`config.mk`:
```
export PLATFORM = sky130hd
export DESIGN_NAME = seq_scan_ctrl
export DESIGN_NICKNAME = d
export VERILOG_FILES = /design/src/rtl/seq_scan_pkg.sv /design/src/rtl/seq_shift_matcher.sv /design/src/rtl/seq_scan_ctrl.sv
export SDC_FILE = /design/constraint.sdc
export NUM_CORES = 1
export LEC_CHECK = 0
export CAP_MARGIN = 20
export CORE_MARGIN = 2
export CORE_UTILIZATION = 41
export DETAILED_ROUTE_END_ITERATION = 8
export HOLD_SLACK_MARGIN = 0.1
export PLACE_DENSITY = 0.6
export SLEW_MARGIN = 0
export SYNTH_ARGS = -nofsm -noshare
export SYNTH_HDL_FRONTEND = slang
export SYNTH_HIERARCHICAL = 1
export SYNTH_SLANG_ARGS = --single-unit
```
`constraint.sdc`:
```
create_clock -name clk -period 2.93 [get_ports clk]
set_input_delay 0.4395 -clock clk [delete_from_list [all_inputs] [get_ports clk]]
set_output_delay 0.4395 -clock clk [all_outputs]
set_load 0.01 [all_outputs]
```
`src/rtl/seq_scan_pkg.sv`:
```
// Shared types and helpers for the bit-serial pattern scan controller.
// The optional last-match position output is enabled by SEQ_SCAN_POS_EN.
package seq_scan_pkg;

  typedef enum logic [1:0] {
    IDLE   = 2'd0,
    SHIFT  = 2'd1,
    REPORT = 2'd2
  } state_t;

  localparam int SEQ_WORD_W = 8;
  localparam int SEQ_POS_W  = $clog2(SEQ_WORD_W + 1);

  // Width needed to hold a 1-based bit index, with 0 meaning "no match".
  function automatic int pos_width(input int word_w);
    return $clog2(word_w + 1);
  endfunction

  function automatic logic [31:0] sat_max(input int cnt_w);
    return (32'd1 << cnt_w) - 32'd1;
  endfunction

endpackage

```
`src/rtl/seq_shift_matcher.sv`:
```
// Bit-serial window matcher: keeps the last PAT_W bits plus a fill count so
// that cleared history can never produce a hit, even for an all-zero pattern.
module seq_shift_matcher
  import seq_scan_pkg::*;
#(
  parameter int PAT_W = 4
) (
  input  logic             clk,
  input  logic             reset,
  input  logic             clear,
  input  logic             bit_valid,
  input  logic             bit_in,
  input  logic [PAT_W-1:0] pattern,
  input  logic             overlap,
  output logic             hit
);

  localparam int FILL_W = $clog2(PAT_W + 1);

  logic [PAT_W-1:0]  hist;
  logic [PAT_W-1:0]  win;
  logic [FILL_W-1:0] fill;
  logic              full;

  assign win  = (hist << 1) | PAT_W'(bit_in);
  // fill counts bits already in history; the current bit completes the window
  assign full = (fill >= FILL_W'(PAT_W - 1));
  assign hit  = bit_valid & full & (win == pattern);

  always_ff @(posedge clk) begin
    if (!reset || clear) begin
      hist <= '0;
      fill <= '0;
    end else if (bit_valid) begin
      if (hit && !overlap) begin
        hist <= '0;
        fill <= '0;
      end else begin
        hist <= win;
        if (fill != FILL_W'(PAT_W)) fill <= fill + 1'b1;
      end
    end
  end

endmodule

```
`src/rtl/seq_scan_ctrl.sv`:
```
// Accepts parallel words and scans them MSB-first through a shared matcher,
// returning a saturating match count. Define SEQ_SCAN_POS_EN for m_last_pos.
//
// state  | meaning
// IDLE   | s_ready high, waiting for a word; accept loads shifter and config
// SHIFT  | one bit per cycle into the matcher, WORD_W cycles
// REPORT | m_valid high, result held until m_ready
module seq_scan_ctrl
  import seq_scan_pkg::*;
#(
  parameter  int WORD_W = SEQ_WORD_W,
  parameter  int PAT_W  = 4,
  parameter  int CNT_W  = 8,
  localparam int POS_W  = pos_width(WORD_W)
) (
  input  logic              clk,
  input  logic              reset,
  input  logic [PAT_W-1:0]  cfg_pattern,
  input  logic              cfg_overlap,
  input  logic              s_valid,
  output logic              s_ready,
  input  logic [WORD_W-1:0] s_data,
  output logic              m_valid,
  input  logic              m_ready,
  output logic [CNT_W-1:0]  m_count,
  output logic              m_hit,
  output logic              busy
`ifdef SEQ_SCAN_POS_EN
  ,
  output logic [POS_W-1:0]  m_last_pos
`endif
);

  localparam logic [CNT_W-1:0] CNT_MAX  = CNT_W'(sat_max(CNT_W));
  localparam logic [POS_W-1:0] LAST_BIT = POS_W'(WORD_W - 1);

  state_t            state, state_n;
  logic [WORD_W-1:0] sreg;
  logic [POS_W-1:0]  bitcnt;
  logic [CNT_W-1:0]  count;
  logic [PAT_W-1:0]  pat_q;
  logic              ovl_q;
  logic              accept;
  logic              hit;

  assign accept = (state == IDLE) && s_valid;

  always_ff @(posedge clk) begin
    if (!reset) state <= IDLE;
    else        state <= state_n;
  end

  always_comb begin
    state_n = state;
    s_ready = 1'b0;
    m_valid = 1'b0;
    busy    = 1'b1;
    case (state)
      IDLE: begin
        s_ready = 1'b1;
        busy    = 1'b0;
        if (s_valid) state_n = SHIFT;
      end
      SHIFT:   if (bitcnt == LAST_BIT) state_n = REPORT;
      REPORT: begin
        m_valid = 1'b1;
        if (m_ready) state_n = IDLE;
      end
      default: state_n = IDLE;
    endcase
  end

  always_ff @(posedge clk) begin
    if (!reset) begin
      sreg   <= '0;
      bitcnt <= '0;
      count  <= '0;
      pat_q  <= '0;
      ovl_q  <= 1'b0;
    end else if (accept) begin
      sreg   <= s_data;
      bitcnt <= '0;
      count  <= '0;
      pat_q  <= cfg_pattern;
      ovl_q  <= cfg_overlap;
    end else if (state == SHIFT) begin
      sreg   <= sreg << 1;
      bitcnt <= bitcnt + 1'b1;
      if (hit && count != CNT_MAX) count <= count + 1'b1;
    end
  end

`ifdef SEQ_SCAN_POS_EN
  logic [POS_W-1:0] last_pos;

  always_ff @(posedge clk) begin
    if (!reset)                    last_pos <= '0;
    else if (accept)               last_pos <= '0;
    else if (state == SHIFT && hit) last_pos <= bitcnt + 1'b1;
  end

  assign m_last_pos = last_pos;
`endif

  seq_shift_matcher #(.PAT_W(PAT_W)) u_matcher (
    .clk       (clk),
    .reset     (reset),
    .clear     (accept),
    .bit_valid (state == SHIFT),
    .bit_in    (sreg[WORD_W-1]),
    .pattern   (pat_q),
    .overlap   (ovl_q),
    .hit       (hit)
  );

  assign m_count = count;
  assign m_hit   = (count != '0);

endmodule
```
Yosys cells after proc, flatten, opt, wreduce, memory -nomap -nowiden
Index checks and enable logic that the tools add are counted.
Widths: inputs -> output; s select.
{"block": "classes", "addsub": 3, "multipliers": 0, "div_mod_pow": 0, "magnitude_cmp": 1, "n_eq_ne": 9, "shift": 0, "muxes": 12, "n_bitwise": 4, "n_reduce_logical": 14}
{"operator": "$mux 8", "count": 2}
{"operator": "$mux 3", "count": 3}
{"operator": "$add 8x1->8 const B", "count": 1}
{"operator": "$ne 8x8->1 const B", "count": 1}
{"operator": "$reduce_bool 8->1", "count": 1}
{"operator": "$mux 2", "count": 3}
{"operator": "$ne 2x2->1 const B", "count": 3}
{"operator": "$pmux 2 s3", "count": 1}
{"operator": "$add 4x1->4 const B", "count": 1}
{"operator": "$eq 4x3->1 const B", "count": 1}
{"operator": "$eq 4x4->1", "count": 1}
{"operator": "$or 4x1->4", "count": 1}
{"operator": "$reduce_and 2->1", "count": 2}
{"operator": "$reduce_bool 2->1", "count": 2}
{"operator": "$add 3x1->3 const B", "count": 1}
{"operator": "$ge 3x2->1 const B", "count": 1}
{"operator": "$logic_and 1x1->1", "count": 3}
{"operator": "$mux 1", "count": 3}
{"operator": "$ne 3x3->1 const B", "count": 1}
{"operator": "$reduce_and 3->1", "count": 1}
{"operator": "$and 1x1->1", "count": 2}
{"operator": "$eq 2x1->1 const B", "count": 1}
{"operator": "$eq 2x2->1 const B", "count": 1}
{"operator": "$logic_not 1->1", "count": 2}
{"operator": "other kinds (4)", "count": 4}
{"block": "word_totals", "reg_bits": 33, "latch_bits": 0, "ram_bits": 0, "mem_bits_ro": 0, "input_bits": 17, "out_inout_bits": 12, "word_cells": 51, "memories": 0}

Longest topological paths before layout
Gate-level depths: netlist (run 1).
{"block": "depth", "word_depth": 6, "mapped_depth": 9, "ltp_nobuf": 9}

Hierarchy
The synthesis (run 1) kept the hierarchy.
{"module": "seq_scan_ctrl", "n_inst": 1, "cells_per_inst": 140, "area_per_inst_um2": 1298.7, "seq_area_each_um2": 540.5}
{"module": "seq_shift_matcher", "n_inst": 1, "cells_per_inst": 41, "area_per_inst_um2": 379.1, "seq_area_each_um2": 120.1}

Worst setup path after synthesis (run 1)
OpenSTA, ideal clock, no wires.
{"block": "synth_timing", "path_type": "register -> register", "startpoint": "register state[0]", "endpoint": "register count[3] (netlist: m_count[3])", "setup_ps": 59, "arrival_ps": 1976, "required_time_ps": 2871, "setup_slack_ps": 895, "path_stages_with_launch": 9, "path_buffers": 1, "synth_period_minus_slack_ps": 2035, "cell_sequence": "dfxtp_1 -> or2b_1 -> inv_2 -> buf_4 -> and3_1 -> nand3b_4 -> o21bai_4 -> or4_1 -> nand2_1"}
{"block": "synth_between", "elab_chain_len": 5, "elab_cells_between_ends": 8, "classes_between": "eq/ne: 1; bitwise: 2; reduce/logical: 5"}
{"item": "start, declared", "line_no": "seq_scan_ctrl.sv:37", "rtl": "state_t state, state_n;"}
{"item": "start signal, assigned", "line_no": "seq_scan_ctrl.sv:50", "rtl": "else state <= state_n;"}
{"item": "$eq 2x1->1", "line_no": "seq_scan_ctrl.sv:109", "rtl": ".bit_valid (state == SHIFT),"}
{"item": "$and 1x1->1 (2 in a row)", "line_no": "seq_shift_matcher.sv:28", "rtl": "assign hit = bit_valid & full & (win == pattern);"}
{"item": "named net hit", "line_no": "seq_scan_ctrl.sv:44", "rtl": "logic hit;"}
{"item": "$logic_and 1x1->1", "line_no": "seq_scan_ctrl.sv:89", "rtl": "if (hit && count != CNT_MAX) count <= count + 1'b1;"}
{"item": "$reduce_and 2->1 (no source line)"}
{"item": "end signal, assigned", "line_no": "seq_scan_ctrl.sv:89"}
{"item": "end, declared", "line_no": "seq_scan_ctrl.sv:40", "rtl": "logic [CNT_W-1:0] count;"}
The timed path passes the listed nets, and every way through them passes these cells.
A chain may end at the register's enable or synchronous reset.

Worst setup path after layout (run 1)
{"block": "layout_timing", "startpoint": "register u_matcher.fill[1]", "endpoint": "register count[7] (netlist: m_count[7])"}
{"block": "layout_between", "elab_chain_len": 5}
{"item": "start, declared", "line_no": "seq_shift_matcher.sv:22", "rtl": "logic [FILL_W-1:0] fill;"}
{"item": "start signal, assigned", "line_no": "seq_shift_matcher.sv:40", "rtl": "if (fill != FILL_W'(PAT_W)) fill <= fill + 1'b1;"}
{"item": "$ge 3x2->1", "line_no": "seq_shift_matcher.sv:27", "rtl": "assign full = (fill >= FILL_W'(PAT_W - 1));"}
{"item": "$and 1x1->1 (2 in a row)", "line_no": "seq_shift_matcher.sv:28"}
{"item": "named net hit", "line_no": "seq_scan_ctrl.sv:44"}
{"item": "$logic_and 1x1->1", "line_no": "seq_scan_ctrl.sv:89"}
{"item": "$reduce_and 2->1 (no source line)"}
The timed path passes the listed nets, and every way through them passes these cells.

==> metrics, run 1 <==
outcome complete, no violations; Filler cells 383; HP Class flop to flop; worst path cell trace ha_1, ha_1, a211oi_2, nor3_2, and3_1, nand3b_4, a2111oi_4, a31oi_1, a41o_1; initial core utilization 42.2%; max cap viols 0; commonest non-fill, non-tap cell in the layout dfxtp_1; largest net degree at the start of global routing 20; Syn Inst Count 181; setup TNS 0 ps; Worst Hold Launch sreg[6]; Yosys cell types 45; RSZ-0062 raised after global routing false; Startpoint Class flop; core area 0.00397 sq mm; setup bufs post-CTS 0; final hold violation count 0; GR peak layer met2; Post-CTS Resized 0; Post-synth EDFFs 0; largest delay contributor family on the critical path compound AO/OA/AOI/OAI gates; Max IR drop VDD 267 uV; max-slew violations 0; Worst Setup Path Type flop to flop; initial antenna violation count 0; vias in the first global route 1307; FF+latch count, synth 33; Clock Path Buffers 2; first-pass GRT wire length 5910 um; # clock sinks 33; Syn Nets 204; met2 Use GR 27.1%; Crit. End Element flop; Slew @ Worst Pin 438 ps; Peak Freq 441 MHz; yosys synthesis warning count 6; top_reg_cell synth dfxtp_1; number of remaining DRC errors 0; Seq/Total Area, Yosys 39.4%; Rel. slew slack 70.7%; DR iter-0 viols 39; register area 661 sq um; Finish-stage setup viols 0; RR Startpoint u_matcher/fill[1]; nets 235; most frequent cells in the layout 33 x dfxtp_1, 30 x nand2_1, 28 x clkdlybuf4s50_1; worst-path fanout max 4; PwrDens 514 mW/mm^2; worst skew pair latency 280 ps; Multi-input gate area 916 sq um; RePlAce Congestion 0.833; WP data arrival 2440 ps; syn avg cell area 9.27 sq um; Post-DRT Antenna Nets 0; met3 global-route usage 4.93%; die area 0.00462 sq mm; Tmin final 2270 ps; Ports 29; Clock Skews 3.84 ps; Root Buffer clkbuf_8; ant diodes 0; clock transition at the registers of the reported paths 70 ps; required time worst endpoint 3100 ps; Die Y 68.0 um; Die W 68.0 um; DR vias/cell 5.05; Area growth, synth to finish 24.5%; Avg WL per Cell 13.0 um; Power Total 1070 uW; Num CTS Buffers 5; drt first pass iters 4; Rows 23; mapped cell area 0.00168 sq mm; grt ovf 0; met1 GRT Util 22.7%; CP startpoint u_matcher/fill[1]; vias after detailed routing 1329; H-tree Lvls 2; final period utilization 77.3%; slowest cell delay on critical path 410 ps; Leak 0.000840 uW; # port buffers 28; worst path buffer plus inverter count 0; Global Route Usage Sum 17.2%; async set or reset register ratio after synthesis 0%; share of cells above drive strength 1 10.8%; HPWL after DPL 2540 um; # hold bufs at CTS 0; Detailed Route WL 3430 um; Worst path most repeated cell ha_1; CTS tree built; slowest CP cell dfxtp_1
-- where the power goes --
group | total (uW) | leakage [uW] | switching, uW | internal (uW)
Combinational | 154 | 0.000513 | 80.2 | 73.8
Clock | 432 | 0.0000585 | 155 | 277
Sequential | 488 | 0.000268 | 16.8 | 471
-- state kept, by name, summed over array words and instances (netlist names) --
register,cells
pat_q,4
ovl_q,1
bitcnt,4
u_matcher/hist,3
state,2
sreg,8
m_count,8
u_matcher/fill,3
-- stage by stage --
stage	utilization (%)	cell area, sq um	hold WS, ps	worst slack, ps	std cells
2_1_floorplan	-	1680	435	895	181
4_1_cts	52.6	2090	462	660	263
3_3_place_gp	49.7	1970	442	603	255
5_1_grt	52.6	2090	492	497	263
6_report	52.6	2090	458	665	263
3_5_place_dp	49.7	1970	452	579	255
-- cell type report --
type	instances	share of cell area, %
repair buffers	30	14.1
inverters	10	1.80
well taps	50	3.00
clock buffers	7	4.13
flip-flops and latches	33	31.6
multi-input cells	132	43.9
clock inverters	1	1.44
-- kinds of logic after synthesis --
group           Yosys count  share of synthesized area [%]
mux                       1                          0.597
fa+ha+maj                 6                           4.47
xor+xnor                 12                           6.26
buf+inv                  16                           6.04
flops                    33                           39.4
compound gates           36                           18.7
simple gates             77                           24.5
-- worst paths after layout --
kind                end  slack, ps  cells after the start
max          m_count[7]        660                      9
min             sreg[6]        460                      2
max reg2reg  m_count[7]        660                      9
min reg2reg     sreg[6]        460                      2
-- tightest hold or removal path, delay by kind of cell (launching register included) --
| kind | cells | cell delay (ps) |
|---|---|---|
| and+or+nand+nor | 1 | 50 |
| AOI/OAI and AO/OA | 1 | 50 |
| DFF | 1 | 310 |
-- synthesized netlist by cell type, types with 2 or more instances --
cell type	number	area [sq um]
dfxtp_1	33	661
nand2_1	30	113
nor2_1	13	48.8
a21boi_0	10	75.1
inv_1	8	30.0
nand3_1	8	40.0
a22oi_1	7	52.6
xor2_1	7	61.3
ha_1	6	75.1
xnor2_1	5	43.8
a21boi_1	3	22.5
a22o_1	3	26.3
clkbuf_8	3	41.3
nand4_1	3	18.8
o2111ai_1	3	26.3
a21oi_1	2	10.0
and3_1	2	12.5
inv_2	2	7.51
nand2b_1	2	12.5
nor3_1	2	10.0
nor3_2	2	20.0
o2bb2ai_1	2	17.5
or2b_1	2	15.0
or4_1	2	15.0
-- layer usage --
metal  wire length (um)  up-vias  part of all wire (%)
met5                  0        -                     0
met4                 17        0                  0.50
met3                137        2                   4.0
met2               1610       22                    47
met1               1660      614                    48
li1                   -      691                     -
(Power assumes the default switching activity.)
==> run 2, diff against run 1 <==
- clock period: 2.93 -> 2.3 ns (I/O delays scaled with it)
==> metrics, run 2 (synthesized netlist as in run 1, its figures left out) <==
required time worst endpoint 2530 ps (was 3100 ps); Rel. slew slack 71.2% (was 70.7%); Leak 0.000844 uW (was 0.000840 uW); Tmin final 2160 ps (was 2270 ps); Layout Cell Area excl Fill 0.00208 sq mm (was 0.00209 sq mm); Max IR drop VDD 330 uV (was 267 uV); HPWL after DPL 2580 um (was 2540 um); outcome complete, no violations (unchanged); Crit. End Element flop (unchanged); hold path endpoint sreg[6] (unchanged); core area 0.00397 sq mm (unchanged); share of cells above drive strength 1 12.1% (was 10.8%); ant diodes 0 (unchanged); H-tree Lvls 2 (unchanged); max cap viols 0 (unchanged); vias in the first global route 1296 (was 1307); PwrDens 606 mW/mm^2 (was 514 mW/mm^2); hold depth 2 (unchanged); nets 238 (was 235); Clock Skews 4.25 ps (was 3.84 ps); final hold violation count 0 (unchanged); # port buffers 28 (unchanged); Filler cells 367 (was 383); DR vias/cell 5.15 (was 5.05); FF-to-FF path depth 9 (unchanged); CTS tree built (unchanged); # clock sinks 33 (unchanged); DR iter-0 viols 67 (was 39); Worst Hold Launch sreg[6] (unchanged); vias after detailed routing 1364 (was 1329); first-pass GRT wire length 5850 um (was 5910 um); Global Route Usage Sum 16.9% (was 17.2%); Area growth, synth to finish 24.1% (was 24.5%); Avg WL per Cell 13.0 um (about the same); RSZ-0062 raised after global routing false (unchanged); RR Startpoint u_matcher/fill[1] (unchanged); Clock Path Buffers 2 (unchanged); initial antenna violation count 0 (unchanged); final core utilization 52.4% (was 52.6%); number of remaining DRC errors 0 (unchanged); drt first pass iters 4 (unchanged); Root Buffer clkbuf_8 (unchanged); HP Class flop to flop (unchanged); Detailed Route WL 3440 um (was 3430 um); Rows 23 (unchanged); setup ws final 142 ps (was 665 ps); commonest non-fill, non-tap cell in the layout dfxtp_1 (unchanged); pre-CTS setup slack 94.7 ps (was 579 ps); clock transition at the registers of the reported paths 60 ps (was 70 ps); worst-path fanout max 6 (was 4); RePlAce Congestion 0.775 (was 0.833); setup TNS 0 ps (unchanged); most frequent cells in the layout 33 x dfxtp_1, 30 x nand2_1, 28 x clkdlybuf4s50_1 (unchanged); Slew @ Worst Pin 431 ps (was 438 ps); Die Y 68.0 um (unchanged); final period utilization 93.8% (was 77.3%); worst skew pair latency 280 ps (about the same); Startpoint Class flop (unchanged); Peak Freq 463 MHz (was 441 MHz); max-slew violations 0 (unchanged); r2r setup slk 140 ps (was 660 ps); Die W 68.0 um (unchanged); Post-DRT Antenna Nets 0 (unchanged); area post-placement 0.00199 sq mm (was 0.00197 sq mm); grt ovf 0 (unchanged); Num CTS Buffers 5 (unchanged); largest net degree at the start of global routing 20 (unchanged); Finish-stage setup viols 0 (unchanged); Worst Setup Path Type flop to flop (unchanged); Power Total 1260 uW (was 1070 uW); WP data arrival 2390 ps (was 2440 ps); Ports 29 (unchanged); initial core utilization 42.2% (unchanged); RR Endpoint m_count[4] (was m_count[7]); die area 0.00462 sq mm (unchanged)
run 2: cell count changes in the layout (fill, tap and decap cells not counted), sizes merged:
cell    before  now
buf          2    5
bufinv       1    0
run 2: worst max-delay path by stage:
stage / start / to / slack (ps) / depth (start not counted)
floorplan: state[0] / m_count[3] / 270 / 8
global placement: u_matcher/fill[1] / m_count[4] / 200 / 9
detailed placement: u_matcher/fill[1] / m_count[4] / 90 / 9
CTS: u_matcher/fill[1] / m_count[4] / 60 / 9
global route: u_matcher/fill[1] / m_count[4] / 30 / 9
finish: u_matcher/fill[1] / m_count[4] / 140 / 9
run 2: report_power, final:
part	switching [uW]	internal, uW
clock network	196	237
registers	22.0	600
logic	106	100
run 2: repair_timing:
item | CTS | global route
endpoints found under the hold margin | 0 | 0
gates resized for setup | 0 | 1
endpoints found under the setup margin | 0 | 3
hold buffers | 0 | 0
buffers inserted | 0 | 0
run 2: metrics by stage:
step	instances	hold WS, ps
final	265	455
after floorplan	181	435
after global routing	265	488
after CTS	265	459
after global placement	258	441
after detailed placement	258	448
run 2: layer usage:
metal / wire [um] / vias to the layer above / GRT usage, %
met3: 191 / 4 / 4.28
met4: 41 / 0 / 8.25
li1: - / 696 / -
met2: 1580 / 34 / 26.3
met5: 0 / - / 0
met1: 1630 / 630 / 21.7
run 2: cell type report:
class,instances,area (sq um),area share (%)
Multi-Input combinational cell,132,917,44.1
Tap cell,50,62.6,3.00
Inverter,10,37.5,1.80
Timing Repair Buffer,33,318,15.3
Clock buffer,7,86.3,4.15
Sequential cell,33,661,31.7
run 2: critical path: stages, from the launching register on:
cell and delay [ps]:
dfxtp_1 390, ha_1 180, ha_1 160, a211oi_2 50
nor3_2 200, and3_2 270, nand3b_4 100, o21bai_4 210
or4_1 480, nand2_1 80
==> run 3, diff against run 2 <==
- CORE_UTILIZATION: 41 -> 45
- PLACE_DENSITY: 0.6 -> 0.66
==> metrics, run 3 (synthesized netlist as in run 1, its figures left out) <==
initial core utilization 46.2% (was 42.2%); worst path buffer plus inverter count 0 (unchanged); slowest CP cell or4_1 (unchanged); vias in the first global route 1409 (was 1296); PwrDens 601 mW/mm^2 (was 606 mW/mm^2); Rel. slew slack 72.6% (was 71.2%); worst path cell trace ha_1, ha_1, a211oi_2, nor3_2, and3_2, nand3b_4, o21bai_4, or4_1, nand2_1 (unchanged); HPWL after DPL 2530 um (was 2580 um); WP data arrival 2360 ps (was 2390 ps); initial antenna violation count 0 (unchanged); share of cells above drive strength 1 12.1% (unchanged); CTS tree built (unchanged); Die Y 65.1 um (was 68.0 um); final period utilization 93.0% (was 93.8%); Clock Skews 3.81 ps (was 4.25 ps); DR iter-0 viols 65 (was 67); RSZ-0062 raised after global routing false (unchanged); Filler cells 363 (was 367); RePlAce Congestion 0.763 (was 0.775); vias after detailed routing 1365 (was 1364); max-slew violations 0 (unchanged); # clock sinks 33 (unchanged); die area 0.00423 sq mm (was 0.00462 sq mm); final hold violation count 0 (unchanged); required time worst endpoint 2520 ps (was 2530 ps); # hold bufs at CTS 0 (unchanged); Finish-stage setup viols 0 (unchanged); Leak 0.000844 uW (unchanged); Rows 22 (was 23); Worst path most repeated cell ha_1 (unchanged); DR vias/cell 5.19 (was 5.15); number of remaining DRC errors 0 (unchanged); Startpoint Class flop (unchanged); slowest cell delay on critical path 480 ps (about the same); drt first pass iters 4 (unchanged); Post-DRT Antenna Nets 0 (unchanged); Num CTS Buffers 5 (unchanged); worst skew pair latency 270 ps (was 280 ps); first-pass GRT wire length 5970 um (was 5850 um); Ports 29 (unchanged); r2r setup slk 160 ps (was 140 ps); most frequent cells in the layout 33 x dfxtp_1, 30 x nand2_1, 28 x clkdlybuf4s50_1 (unchanged); Peak Freq 467 MHz (was 463 MHz); outcome complete, no violations (unchanged); Clock Path Buffers 2 (unchanged); Root Buffer clkbuf_8 (unchanged); core area 0.00363 sq mm (was 0.00397 sq mm); Slew @ Worst Pin 409 ps (was 431 ps); Tmin final 2140 ps (was 2160 ps); Worst Setup Path Type flop to flop (unchanged); Die W 65.1 um (was 68.0 um); ant diodes 0 (unchanged); Avg WL per Cell 12.8 um (was 13.0 um); setup TNS 0 ps (unchanged); final core utilization 57.2% (was 52.4%); nets 238 (unchanged); max cap viols 0 (unchanged); grt ovf 0 (unchanged); HP Class flop to flop (unchanged); H-tree Lvls 2 (unchanged); Power Total 1250 uW (was 1260 uW); worst-path fanout max 6 (unchanged); Max IR drop VDD 278 uV (was 330 uV); largest delay contributor family on the critical path simple AND/OR/NAND/NOR gates (unchanged); Global Route Usage Sum 18.1% (was 16.9%); clock transition at the registers of the reported paths 60 ps (about the same); commonest non-fill, non-tap cell in the layout dfxtp_1 (unchanged); largest net degree at the start of global routing 20 (unchanged); Crit. End Element flop (unchanged); Area growth, synth to finish 23.9% (was 24.1%); # port buffers 28 (unchanged); Detailed Route WL 3370 um (was 3440 um)
run 3: timing repair:
| action | CTS | global route |
|---|---|---|
| buffers inserted | 0 | 0 |
| resized for setup | 0 | 1 |
| setup endpoints to repair | 0 | 3 |
run 3: metal layers:
layer	wire length, um	GRT usage, %	up-vias
li1	-	-	692
met1	1540	21.9	649
met2	1690	31.1	22
met3	119	4.69	2
met4	18	6.25	0
met5	0	0	-
run 3: worst paths after layout:
kind                                   startpoint          to  cells past startpoint
worst max-delay path            u_matcher/fill[1]  m_count[4]                      9
worst min-delay path                      sreg[6]     sreg[6]                      2
worst max register to register  u_matcher/fill[1]  m_count[4]                      9
worst min register to register            sreg[6]     sreg[6]                      2
run 3: tightest hold or removal path: stages, from the launching register on:
cell and delay, ps:
dfxtp_1 310, nand2_1 50, a21boi_1 50
run 3: cell type report:
class	count	area, sq um	share of cell area, %
tap	48	60.1	2.89
multi-input combinational	132	917	44.1
inverter	10	37.5	1.81
sequential	33	661	31.8
clock buffer	7	86.3	4.15
timing repair buffer	33	318	15.3
run 3: power breakdown:
part | internal, uW | switching [uW] | leakage (uW)
clock network | 237 | 184 | 0.0000443
registers | 600 | 21.8 | 0.000268
logic | 100 | 107 | 0.000531
run 3: per-stage QoR:
stage | cells | worst slack [ps] | hold WS (ps) | cell area, sq um
6_report | 263 | 160 | 456 | 2080
5_1_grt | 263 | 13.7 | 494 | 2080
4_1_cts | 263 | 54.3 | 456 | 2080
3_5_place_dp | 256 | 69.7 | 448 | 1990
2_1_floorplan | 181 | 265 | 435 | 1680
3_3_place_gp | 256 | 203 | 440 | 1990
